<file path="src/rtl/icache_refill_if.sv">
// Miss-request and L2 line-read handshake bundle between the fetch pipeline,
// the refill engine (master) and the L2 / pipeline side (slave).
interface icache_refill_if #(
    parameter int PADDR_W = 56,
    parameter int BEAT_W  = 128
);
    logic               i_miss_valid;
    logic               o_miss_ready;
    logic [PADDR_W-1:0] i_miss_paddr;
    logic               o_l2_req_valid;
    logic               i_l2_req_ready;
    logic [PADDR_W-1:0] o_l2_req_paddr;
    logic               i_l2_resp_valid;
    logic               o_l2_resp_ready;
    logic [BEAT_W-1:0]  i_l2_resp_data;

    modport master (
        input  i_miss_valid, i_miss_paddr, i_l2_req_ready, i_l2_resp_valid, i_l2_resp_data,
        output o_miss_ready, o_l2_req_valid, o_l2_req_paddr, o_l2_resp_ready
    );

    modport slave (
        output i_miss_valid, i_miss_paddr, i_l2_req_ready, i_l2_resp_valid, i_l2_resp_data,
        input  o_miss_ready, o_l2_req_valid, o_l2_req_paddr, o_l2_resp_ready
    );
endinterface

</file>
<file path="src/rtl/icache_refill.sv">
// Instruction-cache refill engine: invalidates all tags after reset, then turns
// each miss into one L2 line read, assembles the beats and writes a round-robin way.
module icache_refill #(
    parameter int PADDR_W = 56,
    parameter int WAYS    = 4,
    parameter int INDEX_W = 6,
    parameter int LINE_W  = 512,
    parameter int BEAT_W  = 128
) (
    input  logic                                    i_clk,
    input  logic                                    i_reset,
    icache_refill_if.master                         bus,
    output logic [WAYS-1:0]                         o_tag_we,
    output logic [INDEX_W-1:0]                      o_tag_index,
    output logic [PADDR_W-INDEX_W-$clog2(LINE_W/8)-1:0] o_tag_wdata,
    output logic                                    o_tag_wvalid,
    output logic [WAYS-1:0]                         o_data_we,
    output logic [LINE_W-1:0]                       o_data_wdata,
    output logic                                    o_refill_done,
    output logic                                    o_busy
);
    localparam int OFS_W  = $clog2(LINE_W/8);
    localparam int TAG_W  = PADDR_W - INDEX_W - OFS_W;
    localparam int BEATS  = LINE_W / BEAT_W;
    localparam int BCNT_W = (BEATS > 1) ? $clog2(BEATS) : 1;
    localparam int VIC_W  = $clog2(WAYS);

    typedef enum logic [2:0] {S_INIT, S_IDLE, S_REQ, S_FILL, S_WRITE} state_t;

    state_t              state_q, state_d;
    logic [INDEX_W-1:0]  init_cnt_q, init_cnt_d;
    logic [BCNT_W-1:0]   beat_cnt_q, beat_cnt_d;
    logic [VIC_W-1:0]    victim_q, victim_d;
    logic [PADDR_W-1:0]  paddr_q, paddr_d;
    logic [LINE_W-1:0]   line_q, line_d;
    logic [WAYS-1:0]     victim_oh;

    genvar gi;
    generate
        for (gi = 0; gi < WAYS; gi++) begin : g_victim_oh
            assign victim_oh[gi] = (victim_q == VIC_W'(gi));
        end
    endgenerate

    always_ff @(posedge i_clk) begin
        if (i_reset) begin
            state_q    <= S_INIT;
            init_cnt_q <= '0;
            beat_cnt_q <= '0;
            victim_q   <= '0;
            paddr_q    <= '0;
            line_q     <= '0;
        end else begin
            state_q    <= state_d;
            init_cnt_q <= init_cnt_d;
            beat_cnt_q <= beat_cnt_d;
            victim_q   <= victim_d;
            paddr_q    <= paddr_d;
            line_q     <= line_d;
        end
    end

    always_comb begin
        state_d    = state_q;
        init_cnt_d = init_cnt_q;
        beat_cnt_d = beat_cnt_q;
        victim_d   = victim_q;
        paddr_d    = paddr_q;
        line_d     = line_q;
        case (state_q)
            S_INIT: begin
                init_cnt_d = init_cnt_q + 1'b1;
                if (init_cnt_q == '1) state_d = S_IDLE;
            end
            S_IDLE: begin
                if (bus.i_miss_valid) begin
                    paddr_d = {bus.i_miss_paddr[PADDR_W-1:OFS_W], {OFS_W{1'b0}}};
                    state_d = S_REQ;
                end
            end
            S_REQ: begin
                if (bus.i_l2_req_ready) begin
                    beat_cnt_d = '0;
                    state_d    = S_FILL;
                end
            end
            S_FILL: begin
                // Beats arrive in ascending address order, so the counter is the slot.
                if (bus.i_l2_resp_valid) begin
                    line_d[beat_cnt_q*BEAT_W +: BEAT_W] = bus.i_l2_resp_data;
                    beat_cnt_d = beat_cnt_q + 1'b1;
                    if (beat_cnt_q == BCNT_W'(BEATS-1)) state_d = S_WRITE;
                end
            end
            S_WRITE: begin
                victim_d = victim_q + 1'b1;
                state_d  = S_IDLE;
            end
            default: state_d = S_INIT;
        endcase
    end

    always_comb begin
        bus.o_miss_ready    = 1'b0;
        bus.o_l2_req_valid  = 1'b0;
        bus.o_l2_req_paddr  = paddr_q;
        bus.o_l2_resp_ready = 1'b0;
        o_tag_we            = '0;
        o_tag_index         = '0;
        o_tag_wdata         = '0;
        o_tag_wvalid        = 1'b0;
        o_data_we           = '0;
        o_data_wdata        = line_q;
        o_refill_done       = 1'b0;
        o_busy              = (state_q != S_IDLE);
        case (state_q)
            S_INIT: begin
                o_tag_we    = '1;
                o_tag_index = init_cnt_q;
            end
            S_IDLE:  bus.o_miss_ready    = 1'b1;
            S_REQ:   bus.o_l2_req_valid  = 1'b1;
            S_FILL:  bus.o_l2_resp_ready = 1'b1;
            S_WRITE: begin
                o_tag_we      = victim_oh;
                o_data_we     = victim_oh;
                o_tag_index   = paddr_q[OFS_W +: INDEX_W];
                o_tag_wdata   = paddr_q[PADDR_W-1 -: TAG_W];
                o_tag_wvalid  = 1'b1;
                o_refill_done = 1'b1;
            end
            default: ;
        endcase
        // The reset cycle itself must look like an inert, busy engine.
        if (i_reset) begin
            bus.o_miss_ready    = 1'b0;
            bus.o_l2_req_valid  = 1'b0;
            bus.o_l2_resp_ready = 1'b0;
            o_tag_we            = '0;
            o_data_we           = '0;
            o_refill_done       = 1'b0;
            o_busy              = 1'b1;
        end
    end
endmodule

</file>
<file path="src/flat_wrapper.sv">
// flat-port wrapper written by rule: the top's interface ports become plain ports
module icache_refill_flat 
#(
    parameter int PADDR_W = 56,
    parameter int WAYS    = 4,
    parameter int INDEX_W = 6,
    parameter int LINE_W  = 512,
    parameter int BEAT_W  = 128
)
  (i_clk, i_reset, o_tag_we, o_tag_index, o_tag_wdata, o_tag_wvalid, o_data_we, o_data_wdata, o_refill_done, o_busy, bus_i_miss_valid, bus_i_miss_paddr, bus_i_l2_req_ready, bus_i_l2_resp_valid, bus_i_l2_resp_data, bus_o_miss_ready, bus_o_l2_req_valid, bus_o_l2_req_paddr, bus_o_l2_resp_ready);
  icache_refill_if #(.PADDR_W(PADDR_W), .BEAT_W(BEAT_W)) bus_i ();
  input  logic i_clk;
  input  logic i_reset;
  output logic [WAYS-1:0] o_tag_we;
  output logic [INDEX_W-1:0] o_tag_index;
  output logic [PADDR_W-INDEX_W-$clog2(LINE_W/8)-1:0] o_tag_wdata;
  output logic o_tag_wvalid;
  output logic [WAYS-1:0] o_data_we;
  output logic [LINE_W-1:0] o_data_wdata;
  output logic o_refill_done;
  output logic o_busy;
  input wire logic [$bits(bus_i.i_miss_valid)-1:0] bus_i_miss_valid;
  input wire logic [$bits(bus_i.i_miss_paddr)-1:0] bus_i_miss_paddr;
  input wire logic [$bits(bus_i.i_l2_req_ready)-1:0] bus_i_l2_req_ready;
  input wire logic [$bits(bus_i.i_l2_resp_valid)-1:0] bus_i_l2_resp_valid;
  input wire logic [$bits(bus_i.i_l2_resp_data)-1:0] bus_i_l2_resp_data;
  output wire logic [$bits(bus_i.o_miss_ready)-1:0] bus_o_miss_ready;
  output wire logic [$bits(bus_i.o_l2_req_valid)-1:0] bus_o_l2_req_valid;
  output wire logic [$bits(bus_i.o_l2_req_paddr)-1:0] bus_o_l2_req_paddr;
  output wire logic [$bits(bus_i.o_l2_resp_ready)-1:0] bus_o_l2_resp_ready;
  assign bus_i.i_miss_valid = bus_i_miss_valid;
  assign bus_i.i_miss_paddr = bus_i_miss_paddr;
  assign bus_i.i_l2_req_ready = bus_i_l2_req_ready;
  assign bus_i.i_l2_resp_valid = bus_i_l2_resp_valid;
  assign bus_i.i_l2_resp_data = bus_i_l2_resp_data;
  assign bus_o_miss_ready = bus_i.o_miss_ready;
  assign bus_o_l2_req_valid = bus_i.o_l2_req_valid;
  assign bus_o_l2_req_paddr = bus_i.o_l2_req_paddr;
  assign bus_o_l2_resp_ready = bus_i.o_l2_resp_ready;
  icache_refill #(.PADDR_W(PADDR_W), .WAYS(WAYS), .INDEX_W(INDEX_W), .LINE_W(LINE_W), .BEAT_W(BEAT_W)) u_core (.i_clk(i_clk), .i_reset(i_reset), .bus(bus_i), .o_tag_we(o_tag_we), .o_tag_index(o_tag_index), .o_tag_wdata(o_tag_wdata), .o_tag_wvalid(o_tag_wvalid), .o_data_we(o_data_we), .o_data_wdata(o_data_wdata), .o_refill_done(o_refill_done), .o_busy(o_busy));
endmodule
</file>
<file path="config.mk">
export PLATFORM = sky130hd
export DESIGN_NAME = icache_refill_flat
export DESIGN_NICKNAME = d
export VERILOG_FILES = /design/src/rtl/icache_refill_if.sv /design/src/rtl/icache_refill.sv /design/src/flat_wrapper.sv
export SDC_FILE = /design/constraint.sdc
export NUM_CORES = 1
export LEC_CHECK = 0
export ABC_CLOCK_PERIOD_IN_PS = 2200
export CELL_PAD_IN_SITES_DETAIL_PLACEMENT = 1
export CELL_PAD_IN_SITES_GLOBAL_PLACEMENT = 2
export CORE_AREA = 2 2 318 320
export CTS_CLUSTER_SIZE = 30
export DETAILED_ROUTE_END_ITERATION = 8
export DIE_AREA = 0 0 320 322
export GPL_TIMING_DRIVEN = 0
export PLACE_DENSITY_LB_ADDON = 0.1
export SLEW_MARGIN = 5
export SYNTH_ARGS = -nofsm -noshare
export SYNTH_HDL_FRONTEND = slang
export SYNTH_SLANG_ARGS = --single-unit
</file>
<file path="constraint.sdc">
create_clock -name i_clk -period 2.2 [get_ports i_clk]
set_input_delay 0.33 -clock i_clk [delete_from_list [all_inputs] [get_ports i_clk]]
set_output_delay 0.33 -clock i_clk [all_outputs]
set_load 0.05 [all_outputs]
</file>
======== Word-level counts from Yosys, hierarchy flattened ========
Cells that the tools add are included.
storage, ports and cells
  register bits ........................... 575
  input port bits ......................... 189
  logic and storage cells ................. 59
cells by class
  add/sub/neg operators ................... 4
  equal/unequal tests ..................... 15
  shifts and indexed selects .............. 2
  multiplexer cells ....................... 25
  reduce and logical (&&, ||, !) cells .... 7
operators by type and width
  cell                                                                         number
  512-bit bitwise mux                                                          1
  128-bit by 34-bit variable shift with 512-bit output (first input constant)  1
  128-bit by 34-bit indexed part select with 512-bit output                    1
  44-bit 2-to-1 mux                                                            1
  9-bit negator with 34-bit output                                             1
  3-bit 2-to-1 mux                                                             5
  3-bit case mux with 5 select lines                                           1
  4-bit 2-to-1 mux                                                             3
  6-bit case mux with 2 select lines                                           1
  1-bit 2-to-1 mux                                                             9
  4-bit case mux with 2 select lines                                           1
  6-bit by 1-bit adder with 6-bit output (second input constant)               1
  2-bit equality test (second input constant)                                  3
  3-bit by 2-bit equality test with 1-bit output (second input constant)       2
  6-bit equality test (second input constant)                                  1
  2-bit != test (second input constant)                                        3
  5-bit AND reduction                                                          1
  2-bit by 1-bit adder with 2-bit output (second input constant)               2
  2-bit 2-to-1 mux                                                             2
  2-bit by 1-bit != test with 1-bit output (second input constant)             2
  2-bit case mux with 2 select lines                                           1
  2-bit AND reduction                                                          2
  3-bit by 1-bit equality test with 1-bit output (second input constant)       1
  3-bit equality test (second input constant)                                  1
  6 further kinds                                                              6

======== Logic depth before layout (Yosys ltp) ========
Gate-level depths: netlist (run 1).
  word-level depth ........................ 4
  depth in mapped cells ................... 8

======== Worst setup path after synthesis (run 1) ========
OpenSTA, ideal clock, no wires.
  path type ............................... input to output
  start ................................... in i_reset
  end ..................................... out o_data_we[0]
  arrival time ............................ 2.372 ns
  path slack .............................. -0.502 ns
  stages on the path ...................... 4
  buffers on the path ..................... 3
  path through ............................ clkbuf_1 -> clkbuf_1 -> clkbuf_1 -> nor4_1
on the way
  longest elaborated chain between the ends .. 1
RTL lines
  element             RTL line              RTL
  start: declaration  flat_wrapper.sv:13    input logic i_reset;
  4-bit 2-to-1 mux    icache_refill.sv:135  if (i_reset) begin
  end: declaration    flat_wrapper.sv:18    output logic [WAYS-1:0] o_data_we;
No other way between the ends.

======== Worst setup path in the final report (run 1) ========
  start ................................... reg u_core.state_q[1]
  end ..................................... out o_tag_wdata[34]
on the way
  longest elaborated chain between the ends .. 2
RTL lines
  element                   RTL line              RTL
  start: declaration        icache_refill.sv:30   state_t state_q, state_d;
  start signal: assignment  icache_refill.sv:54   state_q <= state_d;
  3-bit equality test       icache_refill.sv:116  case (state_q)
  44-bit 2-to-1 mux         icache_refill.sv:116
  end: declaration          flat_wrapper.sv:16    output logic [PADDR_W-INDEX_W-$clog2(LINE_W/8)-1:0] o_tag_wdata;
No other way between the ends.

==> metrics.md, run 1 <==
| Metric | Value |
|---|---|
| Crit-path cells | buf_6, nand2b_4, nor2_4, buf_12, clkbuf_16, buf_8, and2_4, buf_8 |
| Final Wtd Congestion | 0.8462 |
| Crit path max-delay family | buffers and inverters |
| Maximum VDD drop | 0.4383 mV |
| Mapped Cells | roughly 2700 |
| GRT Total Usage | 22.97% |
| CP max stage cell | dfxtp_2 |
| Core ar. | roughly 0.10 mm^2 |
| Share of post-route cells with drive strength above 1 | around 14% |
| WP buf/inv | 5 |
| EDFF count, synth | 0 |
| Root buffer cell | clkbuf_16 |
| Clock skew | around 26 ps |
| CTS buffer count | 74 |
| Final setup violation count | 57 |
| Worst-Margin Slew | 1248 ps |
| FILL cells | about 12000 |
| Outcome | complete, but fails checks |
| CTS tree | yes |
| Pin count of the biggest net entering global routing | 12 |
| Post-Route M1 WL | approximately 49 mm |
| Peak Freq | roughly 420 MHz |
| Syn_area_per_cell | between 8 and 9 um^2 |
| Num rows | 116 |
| Drt drc | 0 |
| I/O pins | 821 |
| Die area | 0.1030 mm^2 |
| Required time worst endpoint | between 1500 and 2000 ps |
| Max Cap Viol | 0 |
| Ys flop type | dfxtp_1 |
| Worst setup margin | -165.8 ps |
| Cell Count, Final, Fillers Out | slightly below 5000 |
| Synth Register Bits | 575 |
| Failing checks | setup timing |
| Antenna Nets Post-Route | 0 |
| Unrepaired setup endpoints after global routing | true |
| FFs w/ async S/R, synth | 0% |
| Nets | around 3800 |
| Max Buffers Root-to-Sink | 3 |
| Startpoint Class | register |
| Sequential element share of the synthesized area | 52.52% |
| Critical path capture point type | output pin |
| Synthesis Warnings | 0 |
| Initial Utilization | between 20 and 25% |
| Overflow after GRT | 0 |
| Worst setup path category | reg -> out |
| Max Transition Viols Final | 0 |
| H-tree Lvls | 3 |
| Reg clk slew, reported paths | about 60 ps |
| Cell variety after synth | 36 |
| Dpl cells | roughly 4800 |
| First drt pass iteration count | 6 |
| Number of global-route vias before repair | around 24000 |
| CTS Hold Bufs | 0 |
| Worst Path Arrival | roughly 2000 ps |
| Post-Route WL | 123.1 mm |
| First-pass GRT wire length | around 170 mm |
| Critical path fanouts, max | 6 |
| Cell mode on critical path | buf_8 |
| Pre-CTS setup slack | -1320 ps |
| Worst slew margin | around 17% |
| Critical path's largest stage delay | around 310 ps |
| Hold Vio Cnt, Final | 0 |
| Initial antenna violation count | 10 |
| PortBufs | around 800 |
| Die height | roughly 320 um |
| Detailed placement HPWL | 92.81 mm |
| Worst min path class | in -> reg |
| CTS Sinks | 575 |
| Highest metal used | met5 |
| Fin crit period | 2366 ps |
| Final Cycle Share | 107.5% |
| Pwr per Cell Area | 711.0 mW/mm^2 |
| Area Overhead vs Synth | 62.90% |
| Via count | 23080 |
| WL per Instance | ~25 um |
| Worst-Skew Late Latency | between 600 and 700 ps |
| Routed vias/inst | ~4.7 |
| Met2 wire len | 61.90 mm |
| DIE WIDTH | between 300 and 400 um |
| Initial DRC count | between 800 and 900 |
| Static leakage | between 15 and 20 nW |
| DR WL met3 | around 8.6 mm |
| Mapped Area | around 0.022 mm^2 |
metal layers:
metal / GRT usage, % / up-vias
met3: 6.087 / 182
met5: 0 / -
met1: 26.28 / 11330
met2: 41.52 / 682
li1: - / 10880
met4: 7.042 / 10
path summary, 6_finish.rpt:
path,from,to,slack (ps),cells after the start
setup / recovery,u_core.state_q[1],o_tag_wdata[34],-170,8
hold / removal,bus_i_miss_paddr[32],u_core.bus.o_l2_req_paddr[32],260,3
setup reg to reg,u_core.beat_cnt_q[0],u_core.o_data_wdata[295],130,7
hold reg to reg,u_core.o_data_wdata[358],u_core.o_data_wdata[358],450,2
repair_timing:
action,CTS,global route
cloned,4,3
buffers inserted,10,17
gates resized for setup,596,325
pin swaps,8,9
setup endpoints to repair,822,783
worst reg2reg max path: stages (launching register included):
cell	delay (ps)
dfxtp_4	410
inv_2	130
ha_4	340
nor3b_2	220
bufbuf_16	360
buf_2	250
nand3_1	100
a21oi_1	190
state kept, by name (all words and copies together), names as in the netlist:
| name | cells |
|---|---|
| u_core.bus.o_l2_req_paddr | 50 |
| u_core.victim_q | 2 |
| u_core.init_cnt_q | 6 |
| u_core.beat_cnt_q | 2 |
| u_core.state_q | 3 |
| u_core.o_data_wdata | 512 |
per-stage QoR:
step           hold WS (ps)  utilization (%)  cell area, um^2  TNS, ps  power [mW]
3_5_place_dp          444.6            31.78            31640  -273010       13.44
3_3_place_gp          439.2            31.78            31640  -259580       13.42
2_1_floorplan         465.3                -            21940    -2186       12.13
4_1_cts               204.8            34.84            34690   -16990       25.76
5_1_grt               252.1            35.85            35700    -9905       26.36
6_report              257.0            35.86            35700    -5922       25.38
cell usage after synthesis (7+ instances only):
library cell	number	share of area (%)
nand2_1	620	11
dfxtp_1	575	53
a21oi_1	557	13
nand3_1	495	11
buf_2	92	2.1
clkbuf_1	84	1.4
buf_6	45	2.3
and2_1	44	1.3
buf_1	20	0.34
nand3_2	20	0.91
a21oi_2	12	0.48
nor2_1	12	0.21
buf_8	11	0.75
ha_1	11	0.63
inv_1	10	0.17
buf_4	7	0.24
power breakdown:
part	internal [mW]	switching [mW]	leakage, nW
clock network	7.07	4.92	1.16
registers	10.6	0.144	4.64
logic	0.940	1.75	10.4
placed cells by master, fill, tap and decap left out, types with 20 or more instances in the layout:
cell,netlist,routed
buf_8,11,49
clkbuf_1,84,92
nand3_2,20,20
dlymetal6s2s_1,0,239
clkbuf_16,0,80
clkdlybuf4s50_1,0,489
buf_6,45,78
and2_4,4,35
nand2_1,620,620
buf_4,7,48
dfxtp_1,575,568
buf_2,92,85
nand3_1,495,495
a21oi_1,557,555
layout make-up:
| type | instances | area, um^2 | area share [%] |
|---|---|---|---|
| Sequential cell | 575 | 11530 | 32.29 |
| Timing Repair Buffer | 841 | 9235 | 25.87 |
| Multi-Input combinational cell | 1829 | 9027 | 25.29 |
| Clock buffer | 118 | 2228 | 6.242 |
| Buffer | 258 | 1869 | 5.236 |
| Tap cell | 1298 | 1624 | 4.549 |
| Clock inverter | 14 | 142.6 | 0.3995 |
| Inverter | 10 | 37.54 | 0.1051 |
| Antenna cell | 4 | 10.01 | 0.02804 |
logic make-up after synthesis:
kind of cell / count (synthesis) / share of synthesized area, %
other cells: 1 / 0.01711
flops: 575 / 52.52
buf+inv: 271 / 7.542
xor+xnor: 6 / 0.2398
simple gates: 1221 / 25.23
mux: 5 / 0.2341
fa+ha+maj: 11 / 0.6280
compound gates: 580 / 13.59
Note: power is estimated with default switching activity, not from simulation.
==> inputs of run 2 (changes only) <==
- ABC_CLOCK_PERIOD_IN_PS: 2200 -> 3050
- CORE_AREA: 2 2 318 320 -> 2 2 321 323
- DIE_AREA: 0 0 320 322 -> 0 0 323 325
- GPL_ROUTABILITY_DRIVEN: default -> 0
- clock period: 2.2 -> 3.05 ns (I/O delays scaled with it)
==> run 2 against run 1 <==
  * The flow now finishes without violations
  * Sequential power is 28% lower
  * Via count is 0.24% lower
  * Largest cell class unchanged
  * Hold slack better by 130 ps
  * Setup slack better by 250 ps
==> metrics.md, run 2 (synthesis gave the netlist of run 1 again) <==
| Metric | Value |
|---|---|
| Pwr per Cell Area | 534.4 mW/mm^2 (was 711.0 mW/mm^2) |
| Max Buffers Root-to-Sink | 3 (unchanged) |
| Pin count of the biggest net entering global routing | 12 (unchanged) |
| Static leakage | 11.15 nW (was 16.17 nW) |
| Die area | 0.1050 mm^2 (was 0.1030 mm^2) |
| Post-Route WL | 123.3 mm (was 123.1 mm) |
| DR WL met3 | 9.402 mm (was 8.551 mm) |
| Sequential cell area | 0.01151 mm^2 (was 0.01153 mm^2) |
| Initial DRC count | 931 (was 866) |
| Worst setup path category | reg -> out (unchanged) |
| Num rows | 117 (was 116) |
| Initial Utilization | 21.63% (was 22.01%) |
| GRT Total Usage | 22.78% (was 22.97%) |
| Core ar. | 0.1013 mm^2 (was 0.09957 mm^2) |
| Highest metal used | met5 (unchanged) |
| Number of global-route vias before repair | 24440 (was 24360) |
| Fin crit period | 2967 ps |
| CTS Hold Bufs | 0 (unchanged) |
| Maximum VDD drop | 0.3577 mV (was 0.4383 mV) |
| DIE WIDTH | 323 um (was 320 um) |
| Nets | 3760 (was 3789) |
| Worst min path class | in -> reg (unchanged) |
| Commonest cells after routing, fill and taps aside | 746 x clkdlybuf4s50_1, 620 x nand2_1, 575 x dfxtp_1, 557 x a21oi_1, 495 x nand3_1 (was 620 x nand2_1, 568 x dfxtp_1, 555 x a21oi_1, 495 x nand3_1, 489 x clkdlybuf4s50_1) |
| Max Transition Viols Final | 0 (unchanged) |
| Dpl cells | 4850 (was 4780) |
| Worst slew margin | 18.95% (was 16.77%) |
| Peak Freq | 337.0 MHz |
| Antenna Nets Post-Route | 0 (unchanged) |
| Reg clk slew, reported paths | 60 ps (about the same) |
| Startpoint Class | register (unchanged) |
| Final Cycle Share | slightly below 100% |
| Number of flip-flops in the largest register | 512 (unchanged) |
| Via count | 23030 (was 23080) |
| Hold Vio Cnt, Final | 0 (unchanged) |
| Unrepaired setup endpoints after global routing | false (was true) |
| PortBufs | 807 (unchanged) |
| Max Cap Viol | 0 (unchanged) |
| Initial antenna violation count | 8 (was 10) |
| FILL cells | 11980 (was 11520) |
| Outcome | completed (was complete, but fails checks) |
| Critical path fanouts, max | 10 (was 6) |
| Post-Route M1 WL | 47.39 mm (was 48.54 mm) |
| Cell Count, Final, Fillers Out | 4987 (was 4947) |
| WL per Instance | 24.72 um (was 24.88 um) |
| Die height | 325 um (was 322 um) |
| Share of post-route cells with drive strength above 1 | 10.13% (was 13.55%) |
| Final Cell Area | 0.03413 mm^2 (was 0.03570 mm^2) |
| Dpl cell area | 0.03173 mm^2 (was 0.03164 mm^2) |
| Final setup violation count | 0 (was 57) |
| Required time worst endpoint | 2590 ps (was 1870 ps) |
| Met2 wire len | 62.37 mm (was 61.90 mm) |
| Worst-Margin Slew | 1216 ps (was 1248 ps) |
| Drt drc | 0 (unchanged) |
| Overflow after GRT | 0 (unchanged) |
| First drt pass iteration count | 5 (was 6) |
| CTS Sinks | 575 (unchanged) |
| Critical path capture point type | output pin (unchanged) |
| Root buffer cell | clkbuf_16 (unchanged) |
| Clock skew | 16.90 ps (was 25.56 ps) |
| I/O pins | 821 (unchanged) |
| Total Neg Setup Slack | 0 ps (was -5922 ps) |
| Worst-Skew Late Latency | 630 ps (was 640 ps) |
| Area Overhead vs Synth | 55.74% (was 62.90%) |
| Routed vias/inst | 4.617 (was 4.666) |
| Detailed placement HPWL | 94.74 mm (was 92.81 mm) |
| First-pass GRT wire length | 174.5 mm (was 173.2 mm) |
| CTS buffer count | 73 (was 74) |
| Multi-input logic area | 0.008783 mm^2 (was 0.009027 mm^2) |
| CTS tree | yes (unchanged) |
| Most common cell after layout, fill and taps aside | clkdlybuf4s50_1 (was nand2_1) |
| Worst Path Arrival | 2510 ps (was 2040 ps) |
| H-tree Lvls | 3 (unchanged) |
-- run 2: layout make-up --
class,instances,share of cell area [%]
sequential,575,33.72
multi-input combinational,1829,25.73
tap,1368,5.015
inverter,10,0.1100
clock buffer,117,6.584
clock inverter,12,0.4179
antenna,5,0.03666
timing repair buffer,810,23.59
buffer,261,4.787
-- run 2: final timing paths --
path | start | endpoint | slack (ps) | cells after the start
worst max-delay path | u_core.state_q[0] | bus_o_miss_ready | 80 | 5
worst min register to register | u_core.o_data_wdata[210] | u_core.o_data_wdata[210] | 450 | 2
worst max register to register | u_core.beat_cnt_q[0] | u_core.o_data_wdata[271] | 290 | 7
worst min-delay path | bus_i_miss_paddr[19] | u_core.bus.o_l2_req_paddr[19] | 390 | 3
-- run 2: worst max-delay path, stage by stage, from the launching register on --
cell and delay, ps:
dfxtp_1 330, buf_6 150, nand2b_1 100, or3_1 420, inv_1 90, clkdlybuf4s50_1 800
-- run 2: power by group --
group	total, mW	switching [mW]	internal, mW
registers	7.71	0.0994	7.61
clock network	8.74	3.47	5.28
logic	1.78	1.21	0.571
total	18.2	4.78	13.5
-- run 2: what timing repair did --
action	in CTS	in global routing
gates resized for setup	181	38
pin swaps	1	0
endpoints found under the hold margin	0	0
setup buffers	2	0
gates cloned	0	0
endpoints found under the setup margin	61	126
-- run 2: per-stage QoR --
| step | utilization, % | hold WS, ps | setup slack [ps] | power [mW] |
|---|---|---|---|---|
| after floorplan | - | 492.9 | 93.24 | 8.752 |
| after global placement | 31.32 | 439.4 | -780.7 | 9.672 |
| after detailed placement | 31.32 | 445.4 | -807.5 | 9.696 |
| final | 33.69 | 385.8 | 82.55 | 18.24 |
| after CTS | 33.75 | 333.1 | 1.816 | 18.56 |
| after global routing | 33.69 | 367.5 | 2.051 | 18.92 |
-- run 2: metal layers --
metal	up-vias	track usage (%)
met2	754	40.83
met4	6	8.261
met1	11270	25.21
met5	-	0
met3	175	6.780
li1	10820	-
